`src/rtl/lif_pkg.sv`:
```
`default_nettype none
// ============================================================================
// Module   : lif_pkg
// Purpose  : Shared definitions for the LIF sweep scheduler and its update
//            datapath. Holds the scheduler FSM state encoding and the default
//            datapath width, firing threshold and leak shift.
// Revision : 1.0 - initial release
// ============================================================================
package lif_pkg;

  // Default membrane/current width.
  localparam int LIF_W          = 8;
  // Default firing threshold (compared against the saturated potential).
  localparam int LIF_THRESHOLD  = 200;
  // Default leak shift: leak = v >> LIF_LEAK_SHIFT.
  localparam int LIF_LEAK_SHIFT = 2;

  // Scheduler FSM states.
  typedef enum logic [1:0] {
    ST_IDLE   = 2'd0,
    ST_UPDATE = 2'd1,
    ST_EMIT   = 2'd2,
    ST_DONE   = 2'd3
  } lif_state_e;

endpackage
`default_nettype wire

```
`src/rtl/lif_update.sv`:
```
`default_nettype none
// ============================================================================
// Module   : lif_update
// Purpose  : Combinational leaky-integrate-and-fire update for one neuron.
//            sum = v - (v >> LEAK_SHIFT) + cur, computed one bit wider than
//            the state, saturated to 2^W-1. Fires when the saturated sum
//            reaches THRESHOLD; a firing neuron's potential resets to zero.
// Ports    : v      in  W  current membrane potential
//            cur    in  W  input current
//            next_v out W  potential to store after this update
//            fire   out 1  neuron fires on this update
// Revision : 1.0 - initial release
// ============================================================================
module lif_update
  import lif_pkg::*;
#(
  parameter int W          = LIF_W,
  parameter int THRESHOLD  = LIF_THRESHOLD,
  parameter int LEAK_SHIFT = LIF_LEAK_SHIFT
) (
  input  logic [W-1:0] v,
  input  logic [W-1:0] cur,
  output logic [W-1:0] next_v,
  output logic         fire
);

  localparam logic [W:0] c_thr = (W+1)'(THRESHOLD);

  logic [W:0]   w_sum;
  logic [W-1:0] w_sat;

  // v - (v >> s) never goes negative, so the only overflow is past 2^W-1,
  // which the extra top bit captures.
  always_comb begin
    w_sum  = {1'b0, v} - ({1'b0, v} >> LEAK_SHIFT) + {1'b0, cur};
    w_sat  = w_sum[W] ? {W{1'b1}} : w_sum[W-1:0];
    fire   = ({1'b0, w_sat} >= c_thr);
    next_v = fire ? '0 : w_sat;
  end

endmodule
`default_nettype wire

```
`src/rtl/lif_sweep_scheduler.sv`:
```
`default_nettype none
// ============================================================================
// Module   : lif_sweep_scheduler
// Purpose  : Time-multiplexes one lif_update datapath over N virtual neurons.
//            Each start sweeps neurons 0..N-1, one UPDATE cycle each; a firing
//            neuron pauses the sweep in EMIT until its spike event is taken
//            over the valid/ready interface. A one-cycle done pulse ends the
//            sweep.
// Ports    : clk, rst_n         clock, asynchronous active-low reset
//            start              begin a sweep (honoured only in IDLE)
//            cur_we/addr/data   input current register write port
//            busy               FSM not in IDLE (registered)
//            done               end-of-sweep pulse (registered)
//            spike_valid/ready  spike event handshake
//            spike_id           index of the firing neuron (registered)
//            peek_addr/data     combinational membrane state readout
// Revision : 1.0 - initial release
// ============================================================================
module lif_sweep_scheduler
  import lif_pkg::*;
#(
  parameter  int N          = 4,
  parameter  int W          = LIF_W,
  parameter  int THRESHOLD  = LIF_THRESHOLD,
  parameter  int LEAK_SHIFT = LIF_LEAK_SHIFT,
  localparam int AW         = $clog2(N)
) (
  input  logic          clk,
  input  logic          rst_n,
  input  logic          start,
  input  logic          cur_we,
  input  logic [AW-1:0] cur_addr,
  input  logic [W-1:0]  cur_data,
  output logic          busy,
  output logic          done,
  output logic          spike_valid,
  input  logic          spike_ready,
  output logic [AW-1:0] spike_id,
  input  logic [AW-1:0] peek_addr,
  output logic [W-1:0]  peek_data
);

  localparam logic [AW-1:0] c_last_idx = AW'(N - 1);

  lif_state_e    state_q, state_d;
  logic [AW-1:0] idx_q, idx_d;
  logic [W-1:0]  v_q   [N];
  logic [W-1:0]  v_d   [N];
  logic [W-1:0]  cur_q [N];
  logic [W-1:0]  cur_d [N];
  logic          busy_q, busy_d;
  logic          done_q, done_d;
  logic          spike_valid_q, spike_valid_d;
  logic [AW-1:0] spike_id_q, spike_id_d;

  logic [W-1:0]  w_next_v;
  logic          w_fire;

  lif_update #(
    .W          (W),
    .THRESHOLD  (THRESHOLD),
    .LEAK_SHIFT (LEAK_SHIFT)
  ) u_update (
    .v      (v_q[idx_q]),
    .cur    (cur_q[idx_q]),
    .next_v (w_next_v),
    .fire   (w_fire)
  );

  always_comb begin
    state_d    = state_q;
    idx_d      = idx_q;
    v_d        = v_q;
    cur_d      = cur_q;
    spike_id_d = spike_id_q;

    // The datapath reads cur_q, so a write landing on the neuron being
    // updated this cycle only takes effect on the next sweep.
    if (cur_we) begin
      cur_d[cur_addr] = cur_data;
    end

    case (state_q)
      ST_IDLE: begin
        if (start) begin
          idx_d   = '0;
          state_d = ST_UPDATE;
        end
      end
      ST_UPDATE: begin
        v_d[idx_q] = w_next_v;
        if (w_fire) begin
          spike_id_d = idx_q;
          state_d    = ST_EMIT;
        end else if (idx_q == c_last_idx) begin
          state_d = ST_DONE;
        end else begin
          idx_d = idx_q + 1'b1;
        end
      end
      ST_EMIT: begin
        if (spike_ready) begin
          if (idx_q == c_last_idx) begin
            state_d = ST_DONE;
          end else begin
            idx_d   = idx_q + 1'b1;
            state_d = ST_UPDATE;
          end
        end
      end
      ST_DONE: begin
        state_d = ST_IDLE;
      end
      default: begin
        state_d = ST_IDLE;
      end
    endcase

    // Status outputs are registered from the next state so they line up
    // exactly with the state they describe.
    busy_d        = (state_d != ST_IDLE);
    done_d        = (state_d == ST_DONE);
    spike_valid_d = (state_d == ST_EMIT);
  end

  always_ff @(posedge clk or negedge rst_n) begin
    if (!rst_n) begin
      state_q       <= ST_IDLE;
      idx_q         <= '0;
      busy_q        <= 1'b0;
      done_q        <= 1'b0;
      spike_valid_q <= 1'b0;
      spike_id_q    <= '0;
      for (int i = 0; i < N; i++) begin
        v_q[i]   <= '0;
        cur_q[i] <= '0;
      end
    end else begin
      state_q       <= state_d;
      idx_q         <= idx_d;
      busy_q        <= busy_d;
      done_q        <= done_d;
      spike_valid_q <= spike_valid_d;
      spike_id_q    <= spike_id_d;
      for (int i = 0; i < N; i++) begin
        v_q[i]   <= v_d[i];
        cur_q[i] <= cur_d[i];
      end
    end
  end

  assign busy        = busy_q;
  assign done        = done_q;
  assign spike_valid = spike_valid_q;
  assign spike_id    = spike_id_q;
  assign peek_data   = v_q[peek_addr];

endmodule
`default_nettype wire

```
`config.mk`:
```
export PLATFORM = sky130hd
export DESIGN_NAME = lif_sweep_scheduler
export DESIGN_NICKNAME = d
export VERILOG_FILES = /design/src/rtl/lif_pkg.sv /design/src/rtl/lif_update.sv /design/src/rtl/lif_sweep_scheduler.sv
export SDC_FILE = /design/constraint.sdc
export NUM_CORES = 1
export LEC_CHECK = 0
export CAP_MARGIN = 0
export CORE_MARGIN = 2
export CORE_UTILIZATION = 39
export CTS_BUF_LIST = sky130_fd_sc_hd__clkbuf_8 sky130_fd_sc_hd__clkbuf_16
export CTS_CLUSTER_SIZE = 28
export DETAILED_ROUTE_END_ITERATION = 12
export DONT_BUFFER_PORTS = 1
export PLACE_DENSITY = 0.52
export SYNTH_ARGS = -nofsm -noshare
export SYNTH_HDL_FRONTEND = slang
export SYNTH_SLANG_ARGS = --single-unit
```
`constraint.sdc`:
```
create_clock -name clk -period 6.15 [get_ports clk]
set_clock_uncertainty 0.2 [all_clocks]
set_input_delay 1.23 -clock clk [delete_from_list [all_inputs] [get_ports clk]]
set_output_delay 1.23 -clock clk [all_outputs]
set_load 0.005 [all_outputs]
```
======== After elaboration in Yosys (flattened, before gate mapping) ========
Index checks and enable logic that the tools add are counted.
storage, ports and cells
  latch bits .............................. 0
  memories kept ........................... 0
  output and inout bits ................... 13
  word-level logic and storage cells ...... 70
  bits of input ports ..................... 17
  memory bits (read-only) ................. 0
  register bits ........................... 73
  RAM bits ................................ 0
operators by class
  multiply operators ...................... 0
  reductions and logical operators ........ 7
  muxes and demuxes ....................... 28
  eq/ne operators ......................... 9
  bitwise logic cells ..................... 3
  order comparisons ....................... 6
  shift operators ......................... 0
  divide/modulo/power cells ............... 0
  add/subtract/negate cells ............... 3
operator list
  kind                   count
  $mux W8                10
  $bwmux W32             2
  $bmux W8 S2            3
  $demux W8 S2           2
  $mux W2                9
  $eq A2 B2 Y1 const B   5
  $add A9 B8 Y9          1
  $ge A3 B3 Y1 const B   3
  $not A2 Y3             3
  $sub A8 B6 Y9          1
  $ge A8 B8 Y1 const B   1
  $pmux W2 S4            1
  $lt A3 B1 Y1 const B   2
  $ne A2 B2 Y1 const B   3
  $pmux W2 S3            1
  $reduce_and A4 Y1      1
  $reduce_bool A3 Y1     1
  $add A2 B1 Y2 const B  1
  $eq A2 B1 Y1 const B   1
  $logic_and A1 B1 Y1    2
  $logic_not A2 Y1       1
  $reduce_and A2 Y1      1
  $reduce_bool A2 Y1     1

======== Longest topological paths before layout ========
  depth in word-level cells ............... 11
  mapped depth ............................ 15
  mapped depth without buffers ............ 12

======== By module ========
A second synthesis with hierarchy kept.
second synthesis, totals
  cells, all modules ...................... 329
  area total of the unflattened synthesis .. 4292.9 sq um
by module, submodules not included
  module               cells each  times used  area an instance (sq um)  seq. area each (sq um)
  lif_sweep_scheduler  222         1           3519.6                    1826.8
  lif_update           107         1           773.2                     0.0

======== Least setup slack after synthesis ========
No wires, ideal clock.
  path kind ............................... reg-to-reg
  from .................................... reg idx_q[0]
  to ...................................... reg idx_q[1]
  library setup time ...................... 0.136 ns
  stages on the path, launching flop included .. 14
  arrival time ............................ 4.111 ns
  clock period less this slack ............ 4.447 ns
  data required time ...................... 5.814 ns
  buffers on the path ..................... 3
  setup slack ............................. 1.703 ns
  cell sequence ........................... dfrtp_1 -> buf_2 -> clkbuf_1 -> mux4_2 -> fa_1 -> inv_1 -> ha_1 -> inv_1 -> o21ba_1 -> o2111a_1 -> or3_1 -> buf_4 -> o211ai_1 -> o211ai_1
between the ends
  cells in the longest elaborated chain, start to end .. 10
  elaborated cells between the ends (all ways) .. 19
  classes of those cells .................. add/sub: 3; order compare: 1; eq/ne: 2; mux: 11; bitwise: 1; reduce/logical: 1
RTL lines
  item                                        line                                                  source
  start, declared                             lif_sweep_scheduler.sv:46                             logic [AW-1:0] idx_q, idx_d;
  start signal, assigned                      lif_sweep_scheduler.sv:140                            idx_q <= idx_d;
  $not A2 Y3 (implied by the code)            lif_sweep_scheduler.sv:64, lif_sweep_scheduler.sv:65
  $bmux W8 S2                                 lif_sweep_scheduler.sv:64                             .v (v_q[idx_q]),
  $mux W8 (implied by the code) (2 in a row)  lif_sweep_scheduler.sv:64
  $sub A8 B6 Y9                               lif_update.sv:35                                      w_sum = {1'b0, v} - ({1'b0, v} >> LEAK_SHIFT) + {1'b0, cur};
  $add A9 B8 Y9                               lif_update.sv:35
  $mux W8                                     lif_update.sv:36                                      w_sat = w_sum[W] ? {W{1'b1}} : w_sum[W-1:0];
  $ge A8 B8 Y1                                lif_update.sv:37                                      fire = ({1'b0, w_sat} >= c_thr);
  $ne A2 B2 Y1 (no line)                      n/a
  $reduce_and A4 Y1 (no line)                 n/a
Several ways; a longest one is shown, not always the timed one. The select of a mux whose other input is x is not followed.
A chain may end at the register's enable or synchronous reset.

======== Worst setup path in the final report ========
  from .................................... reg idx_q[0]
  to ...................................... reg busy_q, in the netlist busy
between the ends
  cells in the longest elaborated chain, start to end .. 11
  elaborated cells between the ends (all ways) .. 18
  classes of those cells .................. add/sub: 2; order compare: 1; eq/ne: 1; mux: 12; bitwise: 1; reduce/logical: 1
RTL lines
  item                                        line                                                  source
  $not A2 Y3 (implied by the code)            lif_sweep_scheduler.sv:64, lif_sweep_scheduler.sv:65
  $bmux W8 S2                                 lif_sweep_scheduler.sv:64
  $mux W8 (implied by the code) (2 in a row)  lif_sweep_scheduler.sv:64
  $sub A8 B6 Y9                               lif_update.sv:35
  $add A9 B8 Y9                               lif_update.sv:35
  $mux W8                                     lif_update.sv:36
  $ge A8 B8 Y1                                lif_update.sv:37
  $mux W2                                     lif_sweep_scheduler.sv:92                             if (w_fire) begin
  $pmux W2 S4 (*)                             lif_sweep_scheduler.sv:83                             case (state_q)
  $reduce_bool A2 Y1 (*)                      lif_sweep_scheduler.sv:121                            busy_d = (state_d != ST_IDLE);
  net busy_d                                  lif_sweep_scheduler.sv:51                             logic busy_q, busy_d;
  end signal, assigned                        lif_sweep_scheduler.sv:141                            busy_q <= busy_d;
  end, declared                               lif_sweep_scheduler.sv:51
Mark *: on every way through the listed nets, which the timed path passes. The rest lies on a longest branch. The select of a mux whose other input is x is not followed.

==> results.tsv <==
metric	value	unit
area of the multi-input gates	0.00241	mm2
post-synthesis average cell area	12.6	um2
Tmin final	4.77	ns
R2R Setup Slk	1.38	ns
vias per cell	5.71	
Fmax achieved	210	MHz
Max Cap Viol	0	
Seq. cell area	0.00183	mm2
initial drt markers	139	
area delta synth->final	9.01	%
status	finished, final reports clean	
RSZ-0062 raised after global routing	no	
number of synthesized flops with an enable pin	0	
worst-case reg-to-reg path depth	10	
cts hold-fix bufs	0	
final wirelength	9710	um
worst hold path cell count	2	
CTS H-Tree Depth	3	
PortBufs	0	
CP max-delay cell	dfrtp_1	
RR Startpoint	idx_q[0]	
Final Hold Fails	0	
Yosys top cell area share	0.410	
Layout Nets	392	
setup TNS	0	ns
Placement Setup Slack	1.37	ns
Async S/R FF share, synth	1.00	
clock sink count	73	
Clock Latency Late Sink	0.35	ns
Crit Path Category	reg2reg	
TritonCTS clock tree	built	
Main synth FF type	dfrtp_1	
vias in the first global route	2950	
# diodes	0	
Seq/Total Area, Yosys	0.410	
TritonRoute pass-1 iters	5	
main area contributors after synthesis	dfrtp_1 (41%), mux2_2 (13%), mux4_2 (12%)	
core area	0.0113	mm2
gr usage total	0.171	
Netlist cell types	59	
top-count cell post-synth	dfrtp_1	
Commonest cells post-synth	dfrtp_1 (73), mux2_2 (52), inv_1 (37)	
WP data required	6.18	ns
Mapped Cells	353	
CP Capture Type	flop	
Worst Path Buf+Inv	1	
synthesized net count	394	
Filler Cell Count	1041	
number of warnings issued by yosys	0	
vias	2847	
hold path startpoint	v_q[15]	
final RePlAce weighted congestion	0.760	
DR DRC count	0	
period utilization	0.776	
DR WL/cell	19.5	um
die area	0.0123	mm2
crit path launch type	flop	
DP Wirelength	6900	um
Crit. path cell count	10	
height of the die	111	um
crit path max fanout	13	
Tightest Pin Transition	0.851	ns
WHS Endpoint	v_q[15]	
Final Util	0.431	
crit-path cells	buf_4 -> mux4_2 -> fa_1 -> ha_1 -> a21o_1 -> a21oi_1 -> o221ai_1 -> nor3_1 -> nand2_1 -> a311o_1	
number of setup buffers added after CTS	0	
Worst Path Arrival	4.80	ns
largest net degree at the start of global routing	74	
# IOs	30	
post-route setup slack	1.38	ns
cell area after synthesis	0.00446	mm2
first-pass GRT wire length	16100	um
# resized after CTS	0	
clk buf depth	2	
Max transition margin	0.428	
RR Endpoint	busy	
Detail Route Antenna Nets	0	
Synth Register Bits	73	
CP delay by family, top	compound AO/OA/AOI/OAI gates	
clock root buffer	clkbuf_16	
clock-pin slew of the registers on the worst-case setup and hold paths	0.06	ns
hold crit path type	reg2reg	
final setup fails	0	
Max Slew Vio Count	0	
initial antenna violation count	0	
share of layout cells above drive strength 1	0.315	
cell taking the most area after synthesis	dfrtp_1	
row cnt	39	
total CTS buffers	9	
die width	111	um
GR Overflow Total	0	
Max stage delay on crit path	0.71	ns
Initial Util	0.395	
-- worst max path at each step --
stage              from  endpoint  slack [ns]
2_1_floorplan  idx_q[0]  idx_q[1]        1.70
3_3_place_gp   idx_q[0]      busy        1.43
3_5_place_dp   idx_q[0]      busy        1.37
4_1_cts        idx_q[0]      busy        1.33
5_1_grt        idx_q[0]      busy        1.09
6_report       idx_q[0]      busy        1.38
-- tightest hold or removal path, delay by kind of cell (launching register included) --
kind            cells  cell delay [ns]
flops               1             0.35
simple gates        1             0.05
compound gates      1             0.06
-- layout by cell type (no fill, tap or decap), drive strengths merged, types with 4 or more instances in the layout --
cell type,n
a21o,5
nor3,6
a22o,4
fa,6
a211oi,4
nand2,20
nor2,6
nand3,6
a31oi,5
ha,18
nand3b,4
inv,39
mux4,24
o21ai,13
clkbuf,9
dfrtp,73
mux2,52
a21oi,6
o211ai,8
nor4b,4
xnor2,4
-- layer usage --
metal  vias up  part of all wire  global-route usage
met4         0             0.020              0.0750
met1      1463              0.47               0.234
met3        15             0.053              0.0508
li1       1303                 -                   -
met2        66              0.46               0.254
met5         -                 0                   0
-- registers in the layout (all words and copies together) (netlist names) --
register	flops
idx_q	2
state_q	2
done	1
v_q	32
cur_q	32
spike_id	2
busy	1
spike_valid	1
-- through the flow --
step / area [um2] / hold WS [ns] / cells
detailed placement: 4570 / 0.285 / 483
global placement: 4570 / 0.279 / 483
floorplan: 4460 / 0.261 / 353
finish: 4860 / 0.297 / 499
global route: 4860 / 0.310 / 499
CTS: 4860 / 0.298 / 499
-- cell families after synthesis --
kind of cell               count (synthesis)  synth area share
AOI/OAI and AO/OA                         63             0.116
DFF                                       73             0.410
buffers and inverters                     52            0.0505
and+or+nand+nor                           60            0.0834
muxes                                     76             0.253
xor gates and xnor gates                   5           0.00983
adders and majority gates                 24            0.0775
-- layout make-up --
class / count / share of cell area
sequential: 73 / 0.376
timing repair buffer: 2 / 0.00309
inverter: 37 / 0.0286
clock inverter: 7 / 0.0131
clock buffer: 9 / 0.0464
multi-input combinational: 228 / 0.496
tap: 143 / 0.0368
Power is not shown: default switching activity piles up to over one toggle a cycle in this logic, so the estimate is an artifact.
==> edit 1, RTL diff (same flow settings) <==
Re-encode `lif_state_e` (4 states) as one-hot, 4 bits wide.
--- a/src/rtl/lif_pkg.sv
+++ b/src/rtl/lif_pkg.sv
@@ -16,11 +16,11 @@
   localparam int LIF_LEAK_SHIFT = 2;
 
   // Scheduler FSM states.
-  typedef enum logic [1:0] {
-    ST_IDLE   = 2'd0,
-    ST_UPDATE = 2'd1,
-    ST_EMIT   = 2'd2,
-    ST_DONE   = 2'd3
+  typedef enum logic [3:0] {
+    ST_IDLE   = 4'b0001,
+    ST_UPDATE = 4'b0010,
+    ST_EMIT   = 4'b0100,
+    ST_DONE   = 4'b1000
   } lif_state_e;
 
 endpackage
Behaviour: same outputs for any inputs over 4 cycles, from zero or initial values and one cycle with rst_n low; so few cycles prove little.
==> edit 1 against the original RTL <==
  * Via count fell by 7.4%
  * Maximum frequency fell by 0.28%
  * Setup slack got worse by 13 ps
  * Design area fell by 4.5%
  * Wire length fell by 7.7%
  * Cell count fell by 3.8%
  * Hold slack improved by 9.5 ps
  * Die area fell by 3.8%
  * Count of clock-buffer cells in the layout rose by 4
  * Sequential cell count rose by 2
  * Global-route usage fell by 0.49 points
  * Area after synthesis fell by 4.0%
  * Largest cell class unchanged
  * Highest routed layer unchanged
Power is not shown: default switching activity piles up to over one toggle a cycle in this logic, so the estimate is an artifact.
==> edit 1: results (changes against the original RTL) <==
The worst slew slack as a fraction of its limit is 0.465 (+0.0373), and the number of buffers inserted by port buffering is 0 (unchanged). The run gives 0.794 (+4.5%) as the global placement routability congestion. Worst stage delay on the critical path: 870 ps (+160 ps). On the critical path the largest part of the delay comes from compound AO/OA/AOI/OAI gates. The via count of the routed design came out at 2637 (-7.4%). The count of instances resized after the clock tree is built is 0 (unchanged), and the first-pass detailed-route iteration total is 4 (-1). Share of final-layout standard cells stronger than drive strength 1: 0.326 (+0.0119). The logs give 2 (unchanged) for the maximum clock insertion buffer count and 0.166 (-0.00492) for the all-layer global routing usage. For this run, the leading register cell type out of synthesis is sky130_fd_sc_hd__dfrtp_1. The worst-path maximum fanout is 12 (-1). The tools report the setup fix buffers added after clock tree synthesis as 0 (unchanged). The run finished with clean final reports.

In this run the critical register-to-register path is launched from idx_q[0]. Number of stages on the worst hold path: 1 (-1). The run gives 6440 um (-6.6%) as the total half-perimeter wirelength after legalization and detailed placement. The clock transition at the registers of the reported paths is 80 ps (+20 ps), and the cell area after technology mapping is 4280 um^2 (-4.0%).

The run gives 2723 (-7.7%) as the number of global-route vias before repair. CTS placed an instance of sky130_fd_sc_hd__clkbuf_8 at the clock tree root. The type of the worst setup path is flip-flop to flip-flop. In the final layout, the registers with the most flip-flops are cur_q (32), v_q (32), state_q (4). Data arrival time at the worst-slack endpoint: 4820 ps (+20 ps). The slowest stage of the critical path is the sky130_fd_sc_hd__dfrtp_1 cell. The number of diodes added for antenna fixing is 0 (unchanged), and the number of buffers created by CTS is 9 (unchanged).

By area the synthesized netlist is led by sky130_fd_sc_hd__dfrtp_1 (43%), sky130_fd_sc_hd__mux2_2 (15%), sky130_fd_sc_hd__mux4_2 (13%), sky130_fd_sc_hd__ha_1 (4.4%), sky130_fd_sc_hd__inv_1 (2.9%). The tools report the number of filler cells placed in the layout as 1008 (-3.2%). Worst hold-check path type: flip-flop to flip-flop. The path depth of the worst reg2reg path was 11 (+1); the count of H-tree levels built during CTS was 3 (unchanged).

The tools report the proportion of synthesized chip area in sequential cells as 0.439 (+0.0289). The run gives 350 ps (about the same) as the clock latency of the later-clocked register in the worst-skew pair. The run gives 368 (-6.6%) as the post-synthesis net count.

The tools report the worst setup slack for register-to-register paths as 1370 ps. For the largest net degree at the start of global routing, the log shows 76 (+2.7%). The logs give 0 (unchanged) for the number of antenna violations at the first check in global routing and 0 (unchanged) for the number of warnings reported in the yosys synthesis log. The count of unique library cells instantiated by Yosys came out at 46 (-22%).

In the synthesized netlist, the cells that appear most often are sky130_fd_sc_hd__dfrtp_1 (74), sky130_fd_sc_hd__mux2_2 (56), sky130_fd_sc_hd__inv_1 (33), sky130_fd_sc_hd__mux4_2 (24), sky130_fd_sc_hd__nand2_1 (19). The endpoint of the lowest-slack register-to-register path was spike_id[1]. The async set-reset flop share out of synthesis was 1.00 (unchanged); the cell area reported after detailed placement was 4440 um^2 (-2.8%).

The mean routed wirelength per cell was 18.7 um (-4.0%); the first-pass GRT wire length was 14800 um (-8.1%). The number of design-rule violations left by the first detailed-router iteration was 100 (-28%).
[edit 1: changes by cell type after synthesis, sizes merged, moves of 4 or more]
cell,before,now
a21o,5,0
nor4b,4,0
inv,37,33
mux2,52,58
buf,6,2
o21ai,13,17
nor2,6,10
a31oi,5,0
a22o,4,0
nor2b,1,5
o211ai,8,0
[edit 1: worst min path at each step]
stage,startpoint,to,slack [ps]
floorplan,v_q[8],v_q[8],260
finish,cur_q[13],cur_q[13],310
CTS,cur_q[13],cur_q[13],310
global placement,v_q[16],v_q[16],280
global route,cur_q[10],cur_q[10],310
detailed placement,cur_q[10],cur_q[10],290
[edit 1: metal layers]
metal / routed length, um / global-route usage
met1: 4220 / 0.226
met2: 4340 / 0.271
met3: 256 / 0.0329
met4: 155 / 0.0504
met5: 0 / 0
[edit 1: logic make-up after synthesis]
group / Yosys count / share of synthesized area
fa+ha+maj: 21 / 0.0719
xor+xnor: 5 / 0.0137
compound gates: 48 / 0.0909
buf+inv: 42 / 0.0371
flops: 75 / 0.439
mux: 85 / 0.286
simple gates: 54 / 0.0617
[edit 1: cell type report]
| type | instances | area, um^2 | share of cell area |
|---|---|---|---|
| clock inverters | 3 | 20.0 | 0.00431 |
| inverters | 33 | 124 | 0.0267 |
| repair buffers | 3 | 22.5 | 0.00485 |
| clock buffers | 13 | 179 | 0.0385 |
| flip-flops and latches | 75 | 1880 | 0.405 |
| well taps | 140 | 175 | 0.0377 |
| multi-input cells | 213 | 2240 | 0.483 |
[edit 1: through the flow]
stage                     worst slack (ps)  cells   util
after CTS                             1360    480  0.430
after floorplan                       1670    330      -
final                                 1370    480  0.430
after global placement                1380    464  0.412
after global routing                  1070    480  0.430
after detailed placement              1390    464  0.412
==> edit 2, RTL diff (same settings) <==
Without the edit above. The parameter `N` goes from 4 to 8.
--- a/src/rtl/lif_sweep_scheduler.sv
+++ b/src/rtl/lif_sweep_scheduler.sv
@@ -19,7 +19,7 @@
 module lif_sweep_scheduler
   import lif_pkg::*;
 #(
-  parameter  int N          = 4,
+  parameter  int N          = 8,
   parameter  int W          = LIF_W,
   parameter  int THRESHOLD  = LIF_THRESHOLD,
   parameter  int LEAK_SHIFT = LIF_LEAK_SHIFT,
Interface: changed (resized cur_addr, peek_addr and spike_id); port bits go from 30 to 33. The function was not compared with the original's and may differ.
==> edit 2 against the original RTL <==
  * Global-route usage up 3.7 points
  * Setup slack worse by 870 ps
  * Wire length up 110%
  * Sequential cell count is 66 higher
  * Die area grew 70%
  * Maximum frequency fell by 15%
  * Non-clock buffer count grew 11
  * Design area rose by 75%
  * First-iteration DRC count grew to 2.9 times the old value
  * Hold slack better by 5.7 ps
  * Area after synthesis up 73%
  * Critical path type unchanged
  * Critical endpoint is now v_q[26]
  * Largest cell class unchanged
Power is not shown: default switching activity piles up to over one toggle a cycle in this logic, so the estimate is an artifact.
==> edit 2: results (changes against the original RTL) <==
The worst hold path begins at cur_q[56]. For the cell area reported after detailed placement, the log shows 7950 um^2 (+74%). The count of unique library cells instantiated by Yosys is 57 (-3.4%), and the worst setup slack for register-to-register paths is 510 ps (-870 ps). For the clock latency of the later-clocked register in the worst-skew pair, the log shows 430 ps (+80 ps). The flow ran to the end, and the final reports show no timing, DRC or antenna violations. The number of buffers created by CTS came out at 17 (+8). The tools report the number of design-rule violations left by the first detailed-router iteration as 409 (+190%). The number of nets in the final layout is 745 (+90%), and the first-pass GRT wire length is 32200 um (+99%).

Worst-margin pin slew: 843 ps (-8.14 ps). The tools report the launching point of the worst reg2reg path as idx_q[1]. The tools report the worst slack at placement as 631 ps (-735 ps). The largest registers in the layout are cur_q (64), v_q (64). For the post-synthesis net count, the log shows 755 (+92%). Count of H-tree levels built during CTS: 4 (+1). The total half-perimeter wirelength after legalization and detailed placement came out at 14000 um (+100%). The tools report the endpoint of the lowest-slack register-to-register path as v_q[26]. The path depth of the worst reg2reg path is 14 (+4).

After synthesis, the most frequently instantiated cells are sky130_fd_sc_hd__dfrtp_1 (139), sky130_fd_sc_hd__mux2_2 (93), sky130_fd_sc_hd__nand2_1 (91), sky130_fd_sc_hd__o21ai_0 (77), sky130_fd_sc_hd__nor2_1 (30). The worst hold path terminates at cur_q[56]. The global placement routability congestion was 0.905 (+19%); the share of final-layout standard cells stronger than drive strength 1 was 0.238 (-0.0761). The number of global-route vias before repair is 5534 (+88%), and the data arrival time at the worst-slack endpoint is 5710 ps (+910 ps). The number of stages on the worst hold path was 1 (-1); the proportion of synthesized chip area in sequential cells was 0.452 (+0.0417).
-- edit 2: metal layers --
metal	global-route usage	wire length (um)
met3	0.0517	1130
met1	0.278	9150
met4	0.0613	376
met5	0	0
met2	0.335	9790
-- edit 2: cells by family after synthesis --
family          after synthesis  synth area share
compound gates              177             0.150
flops                       139             0.452
buf+inv                      72            0.0396
mux                         132             0.217
fa+ha+maj                    22            0.0416
xor+xnor                      4           0.00455
simple gates                168            0.0963
-- edit 2: how the worst max path moves through the flow --
stage	startpoint	to	cells after the start
after floorplan	idx_q[1]	idx_q[0]	17
after global placement	idx_q[0]	v_q[18]	15
after detailed placement	idx_q[0]	v_q[26]	16
after CTS	idx_q[0]	v_q[26]	16
after global routing	idx_q[1]	v_q[36]	14
final	idx_q[1]	v_q[26]	14
-- edit 2: worst max-delay path: stages, from the launching register on --
cell                       delay [ps]
sky130_fd_sc_hd__dfrtp_2          560
sky130_fd_sc_hd__clkinv_1         130
sky130_fd_sc_hd__buf_4            190
sky130_fd_sc_hd__nor2_1           620
sky130_fd_sc_hd__a22oi_1          210
sky130_fd_sc_hd__o22a_1           260
sky130_fd_sc_hd__fa_1             510
sky130_fd_sc_hd__inv_1             70
sky130_fd_sc_hd__fa_1             500
sky130_fd_sc_hd__a211oi_1         390
sky130_fd_sc_hd__o21ai_0          190
sky130_fd_sc_hd__xor2_1           350
sky130_fd_sc_hd__nand3_1          330
sky130_fd_sc_hd__o211ai_1         770
sky130_fd_sc_hd__o21ai_0          210
-- edit 2: area by class of cell --
cell class / instances / area (um^2) / area share
Clock buffer: 19 / 453 / 0.0531
Clock inverter: 13 / 119 / 0.0139
Inverter: 30 / 113 / 0.0132
Multi-Input combinational cell: 503 / 3920 / 0.460
Sequential cell: 139 / 3480 / 0.408
Tap cell: 265 / 332 / 0.0389
Timing Repair Buffer: 13 / 110 / 0.0129
-- edit 2: through the flow --
step	hold WS, ps	cells	utilization
6_report	303	982	0.439
2_1_floorplan	261	714	-
4_1_cts	282	982	0.439
5_1_grt	281	982	0.439
3_3_place_gp	281	950	0.410
3_5_place_dp	292	950	0.410
